File: config.mk
export PLATFORM = sky130hd
export DESIGN_NAME = ap_add_seq
export DESIGN_NICKNAME = d
export VERILOG_FILES = /design/src/rtl/ap_add_seq.sv
export SDC_FILE = /design/constraint.sdc
export NUM_CORES = 1
export LEC_CHECK = 0
export ABC_AREA = 1
export BUFFER_PORTS_ARGS = -buffer_cell sky130_fd_sc_hd__buf_2
export CORE_ASPECT_RATIO = 1.75
export CORE_MARGIN = 8
export CORE_UTILIZATION = 59
export DETAILED_ROUTE_END_ITERATION = 10
export PLACE_DENSITY = 0.84
export SYNTH_ARGS = -nofsm -noshare
export SYNTH_HDL_FRONTEND = slang
export SYNTH_SLANG_ARGS = --single-unit
File: constraint.sdc
create_clock -name clk -period 6.3 [get_ports clk]
set_clock_uncertainty 0.05 [all_clocks]
set_input_delay 0.63 -clock clk [delete_from_list [all_inputs] [get_ports clk]]
set_output_delay 0.63 -clock clk [all_outputs]
set_load 0.02 [all_outputs]
File: src/rtl/ap_add_seq.sv
// Bit-serial B = A + B sequencer for the associative cell array.
// Issues a carry-column clear, then four compare/write truth-table passes per bit.
module ap_add_seq #(
  parameter int unsigned WIDTH = 32,
  parameter int unsigned COL_W = 8,
  parameter int unsigned CNT_W = 6
) (
  input  logic             clk,
  input  logic             rstIn,
  input  logic             start,
  input  logic [CNT_W-1:0] n_bits,
  input  logic [COL_W-1:0] a_base,
  input  logic [COL_W-1:0] b_base,
  input  logic [COL_W-1:0] c_col,
  input  logic             tag_any,
  output logic [COL_W-1:0] col_a,
  output logic [COL_W-1:0] col_b,
  output logic [COL_W-1:0] col_c,
  output logic [2:0]       key,
  output logic [2:0]       mask,
  output logic [2:0]       pass,
  output logic             cmp_en,
  output logic             wr_en,
  output logic [1:0]       wr_mask,
  output logic [1:0]       wr_data,
  output logic             busy,
  output logic             done
);

  typedef enum logic [2:0] {
    IDLE    = 3'd0,
    CLR_CMP = 3'd1,
    CLR_WR  = 3'd2,
    P_CMP   = 3'd3,
    P_WR    = 3'd4,
    DONE    = 3'd5
  } state_t;

  state_t           state_q, state_n;
  logic [CNT_W-1:0] bit_q, bit_n;
  logic [1:0]       pidx_q, pidx_n;
  logic [CNT_W-1:0] n_q, n_n;
  logic [COL_W-1:0] a_q, a_n, b_q, b_n, c_q, c_n;

  logic [COL_W-1:0] col_a_n, col_b_n, col_c_n;
  logic [2:0]       key_n, mask_n, pass_n;
  logic             cmp_en_n, wr_en_n, busy_n, done_n;
  logic [1:0]       wr_mask_n, wr_data_n;
  logic             do_adv;

  // Truth table: {C,B,A} compare key and {C,B} written value per pass
  function automatic logic [2:0] pass_key(input logic [1:0] p);
    case (p)
      2'd0:    return 3'b011;
      2'd1:    return 3'b001;
      2'd2:    return 3'b100;
      default: return 3'b110;
    endcase
  endfunction

  function automatic logic [1:0] pass_data(input logic [1:0] p);
    case (p)
      2'd0:    return 2'b10;
      2'd1:    return 2'b01;
      2'd2:    return 2'b01;
      default: return 2'b10;
    endcase
  endfunction

  // Next state and next registered outputs
  always_comb begin
    state_n = state_q;
    bit_n   = bit_q;
    pidx_n  = pidx_q;
    n_n     = n_q;
    a_n     = a_q;
    b_n     = b_q;
    c_n     = c_q;
    do_adv  = 1'b0;

    case (state_q)
      IDLE: begin
        if (start) begin
          n_n     = (n_bits > CNT_W'(WIDTH)) ? CNT_W'(WIDTH) : n_bits;
          a_n     = a_base;
          b_n     = b_base;
          c_n     = c_col;
          bit_n   = '0;
          pidx_n  = '0;
          state_n = CLR_CMP;
        end
      end
      CLR_CMP: state_n = CLR_WR;
      CLR_WR: begin
        bit_n   = '0;
        pidx_n  = '0;
        state_n = (n_q == '0) ? DONE : P_CMP;
      end
      P_CMP: begin
        if (tag_any) state_n = P_WR;
        else         do_adv  = 1'b1;
      end
      P_WR:    do_adv  = 1'b1;
      DONE:    state_n = IDLE;
      default: state_n = IDLE;
    endcase

    // Step to the next pass, next bit, or finish
    if (do_adv) begin
      if (pidx_q == 2'd3) begin
        if ((bit_q + CNT_W'(1)) == n_q) begin
          state_n = DONE;
        end else begin
          bit_n   = bit_q + CNT_W'(1);
          pidx_n  = '0;
          state_n = P_CMP;
        end
      end else begin
        pidx_n  = pidx_q + 2'd1;
        state_n = P_CMP;
      end
    end

    col_a_n   = '0;
    col_b_n   = '0;
    col_c_n   = '0;
    key_n     = '0;
    mask_n    = '0;
    pass_n    = '0;
    cmp_en_n  = 1'b0;
    wr_en_n   = 1'b0;
    wr_mask_n = '0;
    wr_data_n = '0;
    busy_n    = (state_n != IDLE);
    done_n    = (state_n == DONE);

    if (state_n != IDLE && state_n != DONE) begin
      col_a_n = a_n + COL_W'(bit_n);
      col_b_n = b_n + COL_W'(bit_n);
      col_c_n = c_n;
    end

    case (state_n)
      CLR_CMP: cmp_en_n = 1'b1;
      CLR_WR: begin
        wr_en_n   = 1'b1;
        wr_mask_n = 2'b10;
      end
      P_CMP: begin
        cmp_en_n = 1'b1;
        mask_n   = 3'b111;
        key_n    = pass_key(pidx_n);
        pass_n   = 3'(pidx_n) + 3'd1;
      end
      P_WR: begin
        wr_en_n   = 1'b1;
        wr_mask_n = 2'b11;
        wr_data_n = pass_data(pidx_n);
        mask_n    = 3'b111;
        key_n     = pass_key(pidx_n);
        pass_n    = 3'(pidx_n) + 3'd1;
      end
      default: ;
    endcase
  end

  // State, latched operands and registered outputs
  always_ff @(posedge clk) begin
    if (rstIn) begin
      state_q <= IDLE;
      bit_q   <= '0;
      pidx_q  <= '0;
      n_q     <= '0;
      a_q     <= '0;
      b_q     <= '0;
      c_q     <= '0;
      col_a   <= '0;
      col_b   <= '0;
      col_c   <= '0;
      key     <= '0;
      mask    <= '0;
      pass    <= '0;
      cmp_en  <= 1'b0;
      wr_en   <= 1'b0;
      wr_mask <= '0;
      wr_data <= '0;
      busy    <= 1'b0;
      done    <= 1'b0;
    end else begin
      state_q <= state_n;
      bit_q   <= bit_n;
      pidx_q  <= pidx_n;
      n_q     <= n_n;
      a_q     <= a_n;
      b_q     <= b_n;
      c_q     <= c_n;
      col_a   <= col_a_n;
      col_b   <= col_b_n;
      col_c   <= col_c_n;
      key     <= key_n;
      mask    <= mask_n;
      pass    <= pass_n;
      cmp_en  <= cmp_en_n;
      wr_en   <= wr_en_n;
      wr_mask <= wr_mask_n;
      wr_data <= wr_data_n;
      busy    <= busy_n;
      done    <= done_n;
    end
  end

endmodule

After elaboration in Yosys (flattened, before gate mapping)
Index checks and enable logic that the tools add are counted.
- bits in registers: 82
- input port bits: 34
- output and inout bits: 41
- word-level logic and storage cells: 87
- $add $sub $neg: 5
- order comparisons: 1
- equality and inequality tests: 14
- multiplexer cells: 32
- bitwise logic cells: 3
- reductions and logical operators: 13
- operators by type and width (operator ; count):
    $mux 8 ; 6
    $mux 6 ; 5
    $mux 3 ; 7
    $add 8x6->8 ; 2
    $pmux 3 s5 ; 1
    $reduce_or 2->1 ; 7
    $eq 3x2->1 const B ; 4
    $pmux 6 s2 ; 1
    $mux 2 ; 5
    $eq 3x3->1 const B ; 3
    $pmux 3 s3 ; 1
    $pmux 2 s2 ; 2
    $add 6x1->6 const B ; 1
    $eq 3x1->1 const B ; 2
    $eq 6x6->1 ; 1
    $gt 6x6->1 const B ; 1
    $logic_not 6->1 ; 1
    $eq 2x2->1 const B ; 2
    $add 2x1->3 const B ; 1
    $logic_not 3->1 ; 1
    $mux 1 ; 3
    $ne 3x3->1 const B ; 1
    $not 1->1 ; 3
    $reduce_bool 3->1 ; 1
    other kinds (6) ; 6

Depth between registers and ports, before layout
- word-level depth: 9
- gate-level depth with buffers: 25
- mapped depth without buffers: 25

Least setup slack after synthesis
OpenSTA, ideal clock, no wires.
- path kind: register to register
- start: register bit_q[0]
- end: register col_b[6]
- setup time: 0.120 ns
- data arrival time: 3.030 ns
- required time: 6.130 ns
- slack: 3.100 ns
- stages on the path, launching flop included: 23
- path buffers: 0
- cell sequence: dfxtp_1 -> ha_1 -> nand3_1 -> nand2_1 -> nand2_1 -> nor2_1 -> nor2_4 -> nand3_4 -> nand2_4 -> o21ai_0 -> ha_1 -> inv_1 -> fa_1 -> nor2_1 -> nor2_1 -> o21bai_1 -> nand2_1 -> inv_1 -> nor2_1 -> nor2_1 -> nor2_1 -> xor2_1 -> nor2_4
- elaborated cells on any way between the ends: 16
- classes of those cells: add/sub: 2; eq/ne: 2; mux: 8; bitwise: 1; reduce/logical: 3
- RTL lines (item ; line ; source):
    start: declaration ; 40 ; logic [CNT_W-1:0] bit_q, bit_n;
    start signal: assignment ; 191 ; bit_q <= bit_n;
    $add 6x1->6 or $mux 6 (tied branches) ; 111, 114, 83 ;
    $eq 6x6->1 or $pmux 6 s2 (tied branches) ; 111, 81 ;
    $mux 6 ; 111 ; if ((bit_q + CNT_W'(1)) == n_q) begin
    $mux 6 ; 110 ; if (pidx_q == 2'd3) begin
    $mux 6 (*) ; 109 ; if (do_adv) begin
    via bit_n[0] ; 40 ;
    $add 8x6->8 (*) ; 139 ; col_b_n = b_n + COL_W'(bit_n);
    end signal: assignment ; 198 ; col_b <= col_b_n;
    end: declaration ; 17 ; output logic [COL_W-1:0] col_b,
Mark *: on every way through the listed nets, which the timed path passes. The rest lies on a longest branch.
A chain may end at the register's enable or synchronous reset.

Worst setup path after layout
Ends and elaborated chain as after synthesis.

==> reports/metrics.yaml <==
run_status:
  status: "complete, no violations"
floorplan:
  start_util_pct: 60.7
  coreArea_mm2: 0.00618
  die_h_um: 122
  io_pins: 75
  die_area_mm2: 0.00927
  die_w_um: 76.3
  num_rows: 38
clocking:
  cts_resized: 0
  cts_root_buffer: "clkbuf_8"
  tritoncts: "done"
  clk_pin_slew_ns: 0.08
  cts_buffer_depth: 2
  numCtsBuffers: 9
  cts.sinks: 79
  insertion_delay_ns: 0.36
  postCtsHoldBufs: 0
  htreeDepth: 3
  post_cts_buffers: 0
synth:
  synthArstFlopShare_pct: 0
  ys_ff_latch: 79
  synth_fp_nets: 523
  synth_top_cell_area_share_pct: 42.1
  synth_top_family_by_area: "simple AND/OR/NAND/NOR gates"
  synth_cells: 468
  synthSimpleGateAreaFrac_pct: 28.3
  synthXorXnorAreaFrac_pct: 0.467
  synth_area_leader_cell: "dfxtp_1"
  yosysSeqAreaShare_pct: 42.1
  synth_fa_ha_area_share_pct: 7.40
  synth_warnings: 0
  ys_top_cells_by_area: "dfxtp_1, nor2_1, inv_1, ha_1, nand2_1"
  synth-edff-count: 0
  synth_compound_area_share_pct: 9.07
  syn_avg_cell_area_um2: 8.02
  synthFlopType: "dfxtp_1"
  synth.area.mux_share_pct: 2.93
  netlist_area_mm2: 0.00375
  synth.distinct_cells: 43
global_routing:
  grt_pass1_wl_um: 14000
  grt_max_degree: 44
  track_usage_pct: 18.7
  antenna_found_initial: 0
  grt_pass1_vias: 3205
  globalRouteOverflowTotal: 0
timing:
  rsz0062_at_grt: "false"
  maxSlewViolCount: 0
  setup_viol: 0
  worst_pin_slew_ns: 0.819
  finalHoldViolCount: 0
  max_slew_margin_pct: 45.4
  period_needed_ns: 3.71
  min_period_over_period_pct: 58.9
  fmax_ghz: 0.270
  setup_tns_ns: 0
  setup_slack_ns: 2.59
critical_path:
  worstPathMaxFanout: 10
  cp-start-kind: "register"
  worst_r2r_path_depth: 22
  r2r_slack_ns: 2.59
  cp.arrival_ns: 3.92
  required_ns: 6.51
  r2r-end: "col_b[6]"
  path_class: "reg2reg"
  end_kind: "register"
  rr_startpoint: "bit_q[0]"
  cp-endpoint: "col_b[6]"
  startpoint: "bit_q[0]"
routing:
  dr_total_vias: 3152
  wl_per_cell_um: 13.4
  drt_wl_total_um: 8340
  drc: 0
  firstDrtPassIters: 5
  antenna_left: 0
  drt_first_iter_violations: 211
  viasPerCell: 5.07
place:
  place_area_mm2: 0.00414
  place_congestion: 0.870
  numPortBuffers: 74
  hpwl_um: 6340
  dp_slack_ns: 2.46
layout:
  final_area_mm2: 0.00433
  final_cell_mix: "dfxtp_1, buf_2, nor2_1, inv_1, nand2_1"
  seqCellArea_mm2: 0.00158
  multiInputGateArea_mm2: 0.00181
  layout-drive-gt1-share_pct: 25.8
  antennaDiodeCount: 0
  area_delta_synth_final_pct: 15.4
  nNetsFinal: 593
  fillers: 504
  layout_commonest_cell: "dfxtp_1"
pwr:
  vdd_drop_max_v: 0.000229
  power_density_mw_per_mm2: 348
  cellLeakagePower_nw: 2.25
  finalPower_mw: 1.51
job:
  maxCapViolCount: 0
worst_hold_path:
  hold_class: "reg2reg"
==> logic make-up after synthesis <==
group                      count (synthesis)
and+or+nand+nor                          209
buffers and inverters                     86
DFF                                       79
AOI/OAI and AO/OA                         60
adders and majority gates                 21
muxes                                     11
xor gates and xnor gates                   2
==> cell usage after synthesis, types with 8 or more instances <==
cell type,number
nor2_4,11
o21ai_0,18
inv_1,65
nand3_1,28
ha_1,19
or2_2,12
mux2i_1,11
nand2_1,57
a21oi_1,27
dfxtp_1,79
clkbuf_1,8
nor2_1,67
==> stage by stage <==
| stage | util (%) | hold WS, ns | std cells |
|---|---|---|---|
| final | 70.1 | 0.449 | 622 |
| after detailed placement | 66.9 | 0.431 | 607 |
| after global routing | 70.1 | 0.489 | 622 |
| after floorplan | - | 0.407 | 468 |
| after global placement | 66.9 | 0.428 | 607 |
| after CTS | 70.1 | 0.447 | 622 |
==> state kept, by name, indices dropped and copies added, names as in the netlist, 2 cells and up <==
signal,flops
a_q,8
n_q,6
pidx_q,2
pass,3
key,3
col_b,8
c_q,8
b_q,8
bit_q,6
state_q,3
col_c,8
col_a,8
wr_data,2
==> critical path, stage by stage (launching register included) <==
cell      delay, ns
dfxtp_1        0.51
ha_1           0.29
nand3_1        0.12
nand2_1        0.08
nand2_1        0.07
nor2_1         0.17
nor2_4         0.07
nand3_4        0.09
nand2_4        0.11
o21ai_0        0.36
ha_1           0.25
inv_1          0.06
fa_1           0.39
nor2_1         0.15
nor2_1         0.06
o21bai_1       0.18
nand2_1        0.07
inv_1          0.07
nor2_1         0.04
nor2_1         0.09
nor2_1         0.06
xor2_1         0.21
nor2_4         0.05
==> power by group <==
part	total (mW)	switching [mW]	internal (mW)
logic	0.522	0.347	0.175
clock network	0.373	0.190	0.183
registers	0.612	0.0284	0.584
==> layout make-up <==
type / instances / area share [%]
inverter: 71 / 6.33
timing repair buffer: 74 / 8.55
tap: 80 / 2.31
clock buffer: 9 / 2.86
sequential: 79 / 36.5
multi-input combinational: 303 / 41.8
clock inverter: 6 / 1.65
==> layer usage <==
layer  track usage [%]  up-vias  wire length [um]
li1                  -     1621                 -
met1              16.8     1415              3030
met2              35.1       89              4500
met3              6.60       27               492
met4              10.9        0               319
met5                 0        -                 0
==> worst min path at each step <==
stage                        start       end  depth (start not counted)
after floorplan             n_q[5]    n_q[5]                          2
after detailed placement    n_q[5]    n_q[5]                          2
after CTS                   n_q[5]    n_q[5]                          2
final                       n_q[5]    n_q[5]                          2
after global routing      c_col[1]  col_c[1]                          3
after global placement      c_q[1]    c_q[1]                          2
Power figures use the tool's default switching activity.
